**src/rtl/mips32_fetch_unit_if.sv**
```systemverilog
// rtl/mips32_fetch_unit_if.sv - instruction-memory and IF/ID handshake bundle for the fetch unit
interface mips32_fetch_unit_if;
    logic        imem_req;
    logic [31:0] imem_addr;
    logic        imem_rvalid;
    logic [31:0] imem_rdata;
    logic        if_valid;
    logic [31:0] if_ir;
    logic [31:0] if_npc;
    logic        id_ready;
    logic        redirect;
    logic [31:0] redirect_pc;
    logic        fetch_halted;

    modport master (
        output imem_req, imem_addr, if_valid, if_ir, if_npc, fetch_halted,
        input  imem_rvalid, imem_rdata, id_ready, redirect, redirect_pc
    );

    modport slave (
        input  imem_req, imem_addr, if_valid, if_ir, if_npc, fetch_halted,
        output imem_rvalid, imem_rdata, id_ready, redirect, redirect_pc
    );
endinterface

```
**src/rtl/mips32_fetch_unit.sv**
```systemverilog
// rtl/mips32_fetch_unit.sv - decoupled MIPS32 fetch front end with prefetch FIFO, redirect and HLT stop
module mips32_fetch_unit #(
    parameter int          DEPTH    = 4,
    parameter logic [31:0] RESET_PC = 32'h0,
    parameter logic [5:0]  HLT_OPC  = 6'b111100
) (
    input logic             clk,
    input logic             rst,
    mips32_fetch_unit_if.master bus
);
    localparam int            AW      = $clog2(DEPTH);
    localparam logic [AW:0]   DEPTH_C = (AW+1)'(DEPTH);

    logic [31:0]   ir_mem_q  [DEPTH];
    logic [31:0]   npc_mem_q [DEPTH];

    logic [AW-1:0] rd_ptr_q, rd_ptr_d, wr_ptr_q, wr_ptr_d;
    logic [AW:0]   count_q, count_d, count_after;
    logic [31:0]   pc_q, pc_d, addr_q, addr_d;
    logic [31:0]   last_ir_q, last_ir_d, last_npc_q, last_npc_d;
    logic          req_q, req_d, out_q, out_d, drop_q, drop_d, halt_q, halt_d;
    logic          resp, pop, push, hlt_push, issue, head_valid;

    assign head_valid = (count_q != '0);

    always_comb begin
        resp        = out_q && bus.imem_rvalid;
        pop         = head_valid && bus.id_ready && !bus.redirect;
        push        = resp && !drop_q && !bus.redirect;
        hlt_push    = push && (bus.imem_rdata[31:26] == HLT_OPC);
        count_after = count_q + (AW+1)'(push) - (AW+1)'(pop);
        // A response landing this cycle frees the single outstanding slot, so
        // the next request can go out on the same edge (one word every two cycles).
        issue       = (!out_q || resp) && !halt_q && !hlt_push && !bus.redirect
                      && (count_after < DEPTH_C);

        rd_ptr_d   = rd_ptr_q;
        wr_ptr_d   = wr_ptr_q;
        count_d    = count_q;
        pc_d       = pc_q;
        addr_d     = addr_q;
        req_d      = 1'b0;
        out_d      = out_q;
        drop_d     = drop_q;
        halt_d     = halt_q;
        last_ir_d  = last_ir_q;
        last_npc_d = last_npc_q;

        if (head_valid) begin
            last_ir_d  = ir_mem_q[rd_ptr_q];
            last_npc_d = npc_mem_q[rd_ptr_q];
        end

        if (bus.redirect) begin
            rd_ptr_d = '0;
            wr_ptr_d = '0;
            count_d  = '0;
            pc_d     = bus.redirect_pc;
            halt_d   = 1'b0;
            // An in-flight word belongs to the old path; remember to discard it.
            out_d    = out_q && !bus.imem_rvalid;
            drop_d   = out_q && !bus.imem_rvalid;
        end else begin
            req_d   = issue;
            count_d = count_after;
            halt_d  = halt_q || hlt_push;
            if (issue) begin
                addr_d = pc_q;
                pc_d   = pc_q + 32'd1;
            end
            if (issue)
                out_d = 1'b1;
            else if (resp)
                out_d = 1'b0;
            if (resp)
                drop_d = 1'b0;
            if (push)
                wr_ptr_d = wr_ptr_q + AW'(1);
            if (pop)
                rd_ptr_d = rd_ptr_q + AW'(1);
        end
    end

    always_ff @(posedge clk or posedge rst) begin
        if (rst) begin
            rd_ptr_q   <= '0;
            wr_ptr_q   <= '0;
            count_q    <= '0;
            pc_q       <= RESET_PC;
            addr_q     <= '0;
            req_q      <= 1'b0;
            out_q      <= 1'b0;
            drop_q     <= 1'b0;
            halt_q     <= 1'b0;
            last_ir_q  <= '0;
            last_npc_q <= '0;
        end else begin
            rd_ptr_q   <= rd_ptr_d;
            wr_ptr_q   <= wr_ptr_d;
            count_q    <= count_d;
            pc_q       <= pc_d;
            addr_q     <= addr_d;
            req_q      <= req_d;
            out_q      <= out_d;
            drop_q     <= drop_d;
            halt_q     <= halt_d;
            last_ir_q  <= last_ir_d;
            last_npc_q <= last_npc_d;
        end
    end

    // Payload storage needs no reset: it is only visible while count_q says it is valid.
    always_ff @(posedge clk) begin
        if (push) begin
            ir_mem_q[wr_ptr_q]  <= bus.imem_rdata;
            npc_mem_q[wr_ptr_q] <= addr_q + 32'd1;
        end
    end

    assign bus.imem_req     = req_q;
    assign bus.imem_addr    = addr_q;
    assign bus.if_valid     = head_valid;
    assign bus.if_ir        = head_valid ? ir_mem_q[rd_ptr_q]  : last_ir_q;
    assign bus.if_npc       = head_valid ? npc_mem_q[rd_ptr_q] : last_npc_q;
    assign bus.fetch_halted = halt_q;
endmodule
```
**src/flat_wrapper.sv**
```systemverilog
// flat-port wrapper written by rule: the top's interface ports become plain ports
module mips32_fetch_unit_flat 
#(
    parameter int          DEPTH    = 4,
    parameter logic [31:0] RESET_PC = 32'h0,
    parameter logic [5:0]  HLT_OPC  = 6'b111100
)
  (clk, rst, bus_imem_req, bus_imem_addr, bus_if_valid, bus_if_ir, bus_if_npc, bus_fetch_halted, bus_imem_rvalid, bus_imem_rdata, bus_id_ready, bus_redirect, bus_redirect_pc);
  mips32_fetch_unit_if bus_i ();
  input logic clk;
  input logic rst;
  output wire logic [$bits(bus_i.imem_req)-1:0] bus_imem_req;
  output wire logic [$bits(bus_i.imem_addr)-1:0] bus_imem_addr;
  output wire logic [$bits(bus_i.if_valid)-1:0] bus_if_valid;
  output wire logic [$bits(bus_i.if_ir)-1:0] bus_if_ir;
  output wire logic [$bits(bus_i.if_npc)-1:0] bus_if_npc;
  output wire logic [$bits(bus_i.fetch_halted)-1:0] bus_fetch_halted;
  input wire logic [$bits(bus_i.imem_rvalid)-1:0] bus_imem_rvalid;
  input wire logic [$bits(bus_i.imem_rdata)-1:0] bus_imem_rdata;
  input wire logic [$bits(bus_i.id_ready)-1:0] bus_id_ready;
  input wire logic [$bits(bus_i.redirect)-1:0] bus_redirect;
  input wire logic [$bits(bus_i.redirect_pc)-1:0] bus_redirect_pc;
  assign bus_imem_req = bus_i.imem_req;
  assign bus_imem_addr = bus_i.imem_addr;
  assign bus_if_valid = bus_i.if_valid;
  assign bus_if_ir = bus_i.if_ir;
  assign bus_if_npc = bus_i.if_npc;
  assign bus_fetch_halted = bus_i.fetch_halted;
  assign bus_i.imem_rvalid = bus_imem_rvalid;
  assign bus_i.imem_rdata = bus_imem_rdata;
  assign bus_i.id_ready = bus_id_ready;
  assign bus_i.redirect = bus_redirect;
  assign bus_i.redirect_pc = bus_redirect_pc;
  mips32_fetch_unit #(.DEPTH(DEPTH), .RESET_PC(RESET_PC), .HLT_OPC(HLT_OPC)) u_core (.clk(clk), .rst(rst), .bus(bus_i));
endmodule
```
**config.mk**
```make
export PLATFORM = sky130hd
export DESIGN_NAME = mips32_fetch_unit_flat
export DESIGN_NICKNAME = d
export VERILOG_FILES = /design/src/rtl/mips32_fetch_unit_if.sv /design/src/rtl/mips32_fetch_unit.sv /design/src/flat_wrapper.sv
export SDC_FILE = /design/constraint.sdc
export NUM_CORES = 1
export LEC_CHECK = 0
export ABC_AREA = 1
export BUFFER_PORTS_ARGS = -buffer_cell sky130_fd_sc_hd__buf_2
export CORE_MARGIN = 10
export CORE_UTILIZATION = 55
export CTS_BUF_LIST = sky130_fd_sc_hd__clkbuf_4 sky130_fd_sc_hd__clkbuf_8 sky130_fd_sc_hd__clkbuf_16
export DETAILED_ROUTE_END_ITERATION = 7
export PLACE_DENSITY = 0.8
export REMOVE_ABC_BUFFERS = 1
export SYNTH_ARGS = -nofsm -noshare
export SYNTH_HDL_FRONTEND = slang
export SYNTH_SLANG_ARGS = --single-unit
```
**constraint.sdc**
```tcl
create_clock -name clk -period 4.9 [get_ports clk]
set_input_delay 0.735 -clock clk [delete_from_list [all_inputs] [get_ports clk]]
set_output_delay 0.735 -clock clk [all_outputs]
set_load 0.03 [all_outputs]
```
* Word level (Yosys, flattened, before mapping)
Memory sizes are Yosys's and may differ from the RTL's.
Cells that the tools add are included.
** Word-level totals
- Register bits after elaboration :: 139
- RAM bits :: 256
- Output and inout bits :: 99
- Logic and storage cells :: 65
- Memories kept :: 2
** Cells by class
- $add $sub $neg :: 6
- Magnitude comparators :: 1
- Eq/ne operators :: 1
- Muxes and demuxes :: 17
- Bitwise operators :: 1
- Reduce and logical (&&, ||, !) cells :: 26
** Memory list
- u_core.ir_mem_q :: words 4, width 32, rd ports 1, clocked after memory_dff 0, wr ports 1, RTL line mips32_fetch_unit.sv:14 : logic [31:0] ir_mem_q [DEPTH];
- u_core.npc_mem_q :: words 4, width 32, rd ports 1, clocked after memory_dff 0, wr ports 1, RTL line mips32_fetch_unit.sv:15 : logic [31:0] npc_mem_q [DEPTH];
** Operator list (number)
- $mux 32 :: 4
- $add 32x1->32 const B :: 2
- $logic_and 1x1->1 :: 11
- $mux 1 :: 8
- $mux 2 :: 4
- $reduce_bool 2->1 :: 4
- $eq 6x6->1 const B :: 1
- $logic_not 1->1 :: 6
- $reduce_bool 3->1 :: 2
- $add 2x1->2 const B :: 2
- $add 3x1->3 :: 1
- $lt 3x3->1 const B :: 1
- $mux 3 :: 1
- $sub 3x1->3 :: 1
- $logic_or 1x1->1 :: 2
- $reduce_and 2->1 :: 1
- $not 1->1 :: 1

* Longest topological paths before layout
- Word-level depth :: 10
- Mapped depth :: 20
- Gate-level depth less buffers :: 19

* Worst setup path after synthesis
Ideal clock, no wire load.
- Kind :: input-to-reg
- From :: input bus_redirect
- To :: memory u_core.ir_mem_q[0][0], enable pin
- Data arrival time :: 3.845 ns
- Data required time :: 4.414 ns
- Path slack :: 0.569 ns
- Stages :: 6
- Path buffers :: 1
- Cells stage by stage :: buf_6 inv_2 nand2_2 nor2_4 inv_1 nor2_1
** On the way
- Word-level cells in the longest chain between the ends :: 4
** RTL lines
- from (decl) :: RTL line flat_wrapper.sv:21 : input wire logic [$bits(bus_i.redirect)-1:0] bus_redirect;
- $logic_not 1->1 :: RTL line mips32_fetch_unit.sv:29 : push = resp && !drop_q && !bus.redirect;
- $logic_and 1x1->1 :: RTL line mips32_fetch_unit.sv:29
- $mux 1 :: RTL line mips32_fetch_unit.sv:114 : if (push) begin
- $mux 1 (implied by the code) :: RTL line mips32_fetch_unit.sv:115 : ir_mem_q[wr_ptr_q] <= bus.imem_rdata;
- to (decl) :: RTL line mips32_fetch_unit.sv:14
No other way between the ends.

* Worst setup path in the final report
- From :: register u_core.rd_ptr_q[0]
- To :: output bus_if_ir[25]
** On the way
- Word-level cells in the longest chain between the ends :: 2
** RTL lines
- from (decl) :: RTL line mips32_fetch_unit.sv:17 : logic [AW-1:0] rd_ptr_q, rd_ptr_d, wr_ptr_q, wr_ptr_d;
- from (signal assigned) :: RTL line mips32_fetch_unit.sv:98 : rd_ptr_q <= rd_ptr_d;
- $mem_v2 4x32
- $mux 32 :: RTL line mips32_fetch_unit.sv:123 : assign bus.if_ir = head_valid ? ir_mem_q[rd_ptr_q] : last_ir_q;
- to (decl) :: RTL line flat_wrapper.sv:15 : output wire logic [$bits(bus_i.if_ir)-1:0] bus_if_ir;
No other way between the ends.

==> summary.md <==
| Metric | Value |
|---|---|
| Complex-gate fraction of the synthesized area | `just over 8%` |
| Port Buf Inserts | `around 170` |
| Post-synth EDFFs | `256` |
| Cell types with the largest area share after synthesis | `edfxtp_1 (46%), dfrtp_1 (21%), nor2_1 (8.8%)` |
| Mux contribution to synthesized area | `0%` |
| Area added between synthesis and finish | `14.6%` |
| Clock power frac | `about a quarter` |
| Run status | `complete, no violations` |
| Sum of buffers and inverters on the critical path | `3` |
| Delay of the slowest critical-path stage | `890 ps` |
| Clock root cell | `clkbuf_16` |
| ANT nets after route | `0` |
| FFs w/ async S/R, synth | `35.2%` |
| Setup repair after global routing missed its margin | `false` |
| Clock buffers created by TritonCTS | `40` |
| Clock tree from TritonCTS | `yes` |
| Sequential fraction of the synthesis area | `approximately two thirds` |
| Setup WS pre-CTS | `roughly 1200 ps` |
| Share of layout cells above drive strength 1 | `roughly 16%` |
| Maximum clock frequency | `around 0.25 GHz` |
| Area share of the largest cell type after synthesis | `approximately 46%` |
| Sw frac | `a little over two fifths` |
| Wire length of the first global-routing pass | `65500 um` |
| Number of synthesized register bits | `between 300 and 400` |
| Die Footprint | `roughly 0.038 mm2` |
| Cell type contributing the most total cell area after synthesis | `edfxtp_1` |
| Total setup buffers inserted after CTS | `0` |
| Top delay family on crit path | `buffers and inverters` |
| Tightest Pin Transition | `1130 ps` |
| Endpoint required time on the critical path | `about 4200 ps` |
| GRT Total Usage | `21.5%` |
| Hold_buf cts | `0` |
| Clock Pin Slew Worst Setup and Hold Paths | `60 ps` |
| Final period demand of the worst path | `around 4000 ps` |
| Period Utilization, post-route | `81.5%` |
| Commonest cells after routing, fill and taps aside | `nor2_1 (394), nand2_1 (261), edfxtp_1 (256)` |
| Main combinational cell family by area after synthesis | `simple AND/OR/NAND/NOR gates` |
| Resized Gates After CTS | `0` |
| Max VDD drop | `about 430 uV` |
| Final wirelength | `42100 um` |
| Row cnt | `64` |
| Static Leak | `7.65 nW` |
| Finished layout cell area | `between 0.015 and 0.02 mm2` |
| Final hold violation count | `0` |
| Number of vias per cell after detailed routing | `5.52` |
| Depth of the CTS H-tree | `2` |
| Critical path launch point type | `flop` |
| Sw Pwr | `around 5.3 mW` |
| Share of power burned in combinational logic | `a little under two fifths` |
| Antenna violations before repair | `0` |
| Synthesized-area fraction occupied by adder cells | `0.711%` |
| Nets | `between 1500 and 2000` |
| IO Pins | `168` |
| Master of the slowest instance on the critical path | `inv_2` |
| Synth warn | `0` |
| Clock Skew | `between 15 and 20 ps` |
| Number of library cell types mapped by synthesis | `37` |
| Pin count of the biggest net entering global routing | `86` |
| RD Place Congestion | `0.965` |
| DRC errors left | `0` |
| Die X | `about 200 um` |
| Drt wl/cell | `19.0 um` |
| Most used flip-flop cell after synthesis | `edfxtp_1` |
| Most common library cell in the layout ignoring fill and taps | `nor2_1` |
| CORE AREA | `~0.03 mm2` |
| Clock sink count | `395` |
| Clock insertion delay at the later pin of the skew report | `530 ps` |
| Post-Syn Area | `0.0169 mm2` |
| Power density over the cells | `between 600 and 700 mW/mm2` |
| Overall via count from detail_route | `roughly 12000` |
| Via count of the first global-routing pass | `12016` |
| Die boundary height | `about 200 um` |
| Fin worst setup slack | `between 900 and 1000 ps` |
| Placed standard-cell area | `about 0.018 mm2` |
| Max-cap violations | `0` |
| Average cell area after synthesis | `about 10 um2` |
| Synthesized instance count | `~1600` |
| Number of pins exceeding their max-slew limit in the final report | `0` |
| Class of the worst hold path | `input pin to async pin` |
| Number of endpoints failing setup at the final stage | `0` |
| DRC violation total after the first TritonRoute iteration | `1191` |
| Crit path max fanout | `68` |
| Critical Path Sink Type | `output port` |
| Initial core utilization | `55.5%` |
| First-pass iteration count of the detailed router | `5` |
| Global-route congestion overflow total | `0` |
| Relative slew slack | `24.6%` |
| Post-detailed-placement half-perimeter wirelength | `27000 um` |
| Largest buffer count on any clock path | `3` |
| Seq pwr share | `about two fifths` |
| Final total negative setup slack | `0 ps` |
| Arr. time, crit path | `~3300 ps` |
| Kind of critical path | `flop to output port` |
| Critical-path cell list | `inv_2 > buf_4 > o21ai_0 > a31oi_1 > buf_2` |
| Share of synthesized cell area in and, or, nand and nor gates | `approximately 20%` |
| Area share of xor/xnor cells in the synthesized design | `under 10%` |
| Internal power summed over all cells | `roughly 7.3 mW` |
power groups by stage:
stage          Clock, mW  Sequential [mW]  Combinational [mW]
2_1_floorplan          0             5.08                2.91
6_report            2.96             4.91                4.74
3_3_place_gp           0             4.93                4.62
5_1_grt             3.15             4.97                5.17
4_1_cts             3.01             4.90                4.79
3_5_place_dp           0             4.95                4.76
per-layer routing:
metal	wire length (um)	track usage, %	vias to the layer above
met5	0	0	-
met4	908	5.97	0
met3	3020	3.36	67
met2	20700	36.0	483
met1	17500	28.6	5860
li1	-	-	5838
per-stage QoR:
| step | util (%) | instances | power (mW) | hold slack, ps |
|---|---|---|---|---|
| after floorplan | - | 1565 | 7.99 | 492 |
| after detailed placement | 59.3 | 2144 | 9.71 | 537 |
| after global routing | 63.6 | 2217 | 13.3 | 379 |
| final | 63.6 | 2218 | 12.6 | 339 |
| after CTS | 63.6 | 2217 | 12.7 | 358 |
| after global placement | 59.3 | 2144 | 9.55 | 530 |
final timing paths:
path / startpoint / endpoint / slack (ps) / depth (start not counted)
hold reg to reg: u_core.last_ir_q[31] / u_core.last_ir_q[31] / 540 / 2
hold / removal: rst / u_core.pc_q[28] / 340 / 2
min in group clk: bus_imem_rdata[13] / u_core.ir_mem_q[1][13] / 420 / 1
setup / recovery: u_core.rd_ptr_q[0] / bus_if_ir[25] / 910 / 5
setup reg to reg: u_core.count_q[1] / u_core.pc_q[6] / 1710 / 18
max in group asynchronous: rst / u_core.last_npc_q[3] / 3490 / 3
cell usage after synthesis (19+ instances only):
| library cell | instances |
|---|---|
| buf_2 | 26 |
| o21ai_0 | 155 |
| nor2_1 | 398 |
| inv_1 | 80 |
| edfxtp_1 | 256 |
| a31oi_1 | 64 |
| nand2_1 | 261 |
| xor2_1 | 21 |
| clkbuf_1 | 32 |
| nand3_1 | 88 |
| dfrtp_1 | 139 |
| o21ai_1 | 19 |
logic make-up after synthesis:
kind of cell             count (synthesis)
AO/OA/AOI/OAI                          251
XOR/XNOR                                31
adder cells (fa/ha/maj)                  9
buffers and inverters                  159
flip-flops                             395
AND/OR/NAND/NOR                        795
registers in the layout, indices dropped and copies added, names as in the netlist:
register	count
u_core.count_q	3
u_core.pc_q	32
u_core.wr_ptr_q	2
u_core.bus.imem_addr	32
u_core.last_ir_q	32
u_core.rd_ptr_q	2
u_core.drop_q	1
u_core.bus.fetch_halted	1
u_core.bus.imem_req	1
u_core.out_q	1
u_core.npc_mem_q	128
u_core.ir_mem_q	128
u_core.last_npc_q	32
cell type report:
class | instances | area, um2
diodes | 1 | 2.50
clock buffers | 54 | 1150
clock inverters | 19 | 150
fillers | 2388 | 11100
inverters | 84 | 320
multi-input cells | 1086 | 5080
flip-flops and latches | 395 | 11200
well taps | 396 | 495
repair buffers | 183 | 981
(Power assumes the default switching activity.)
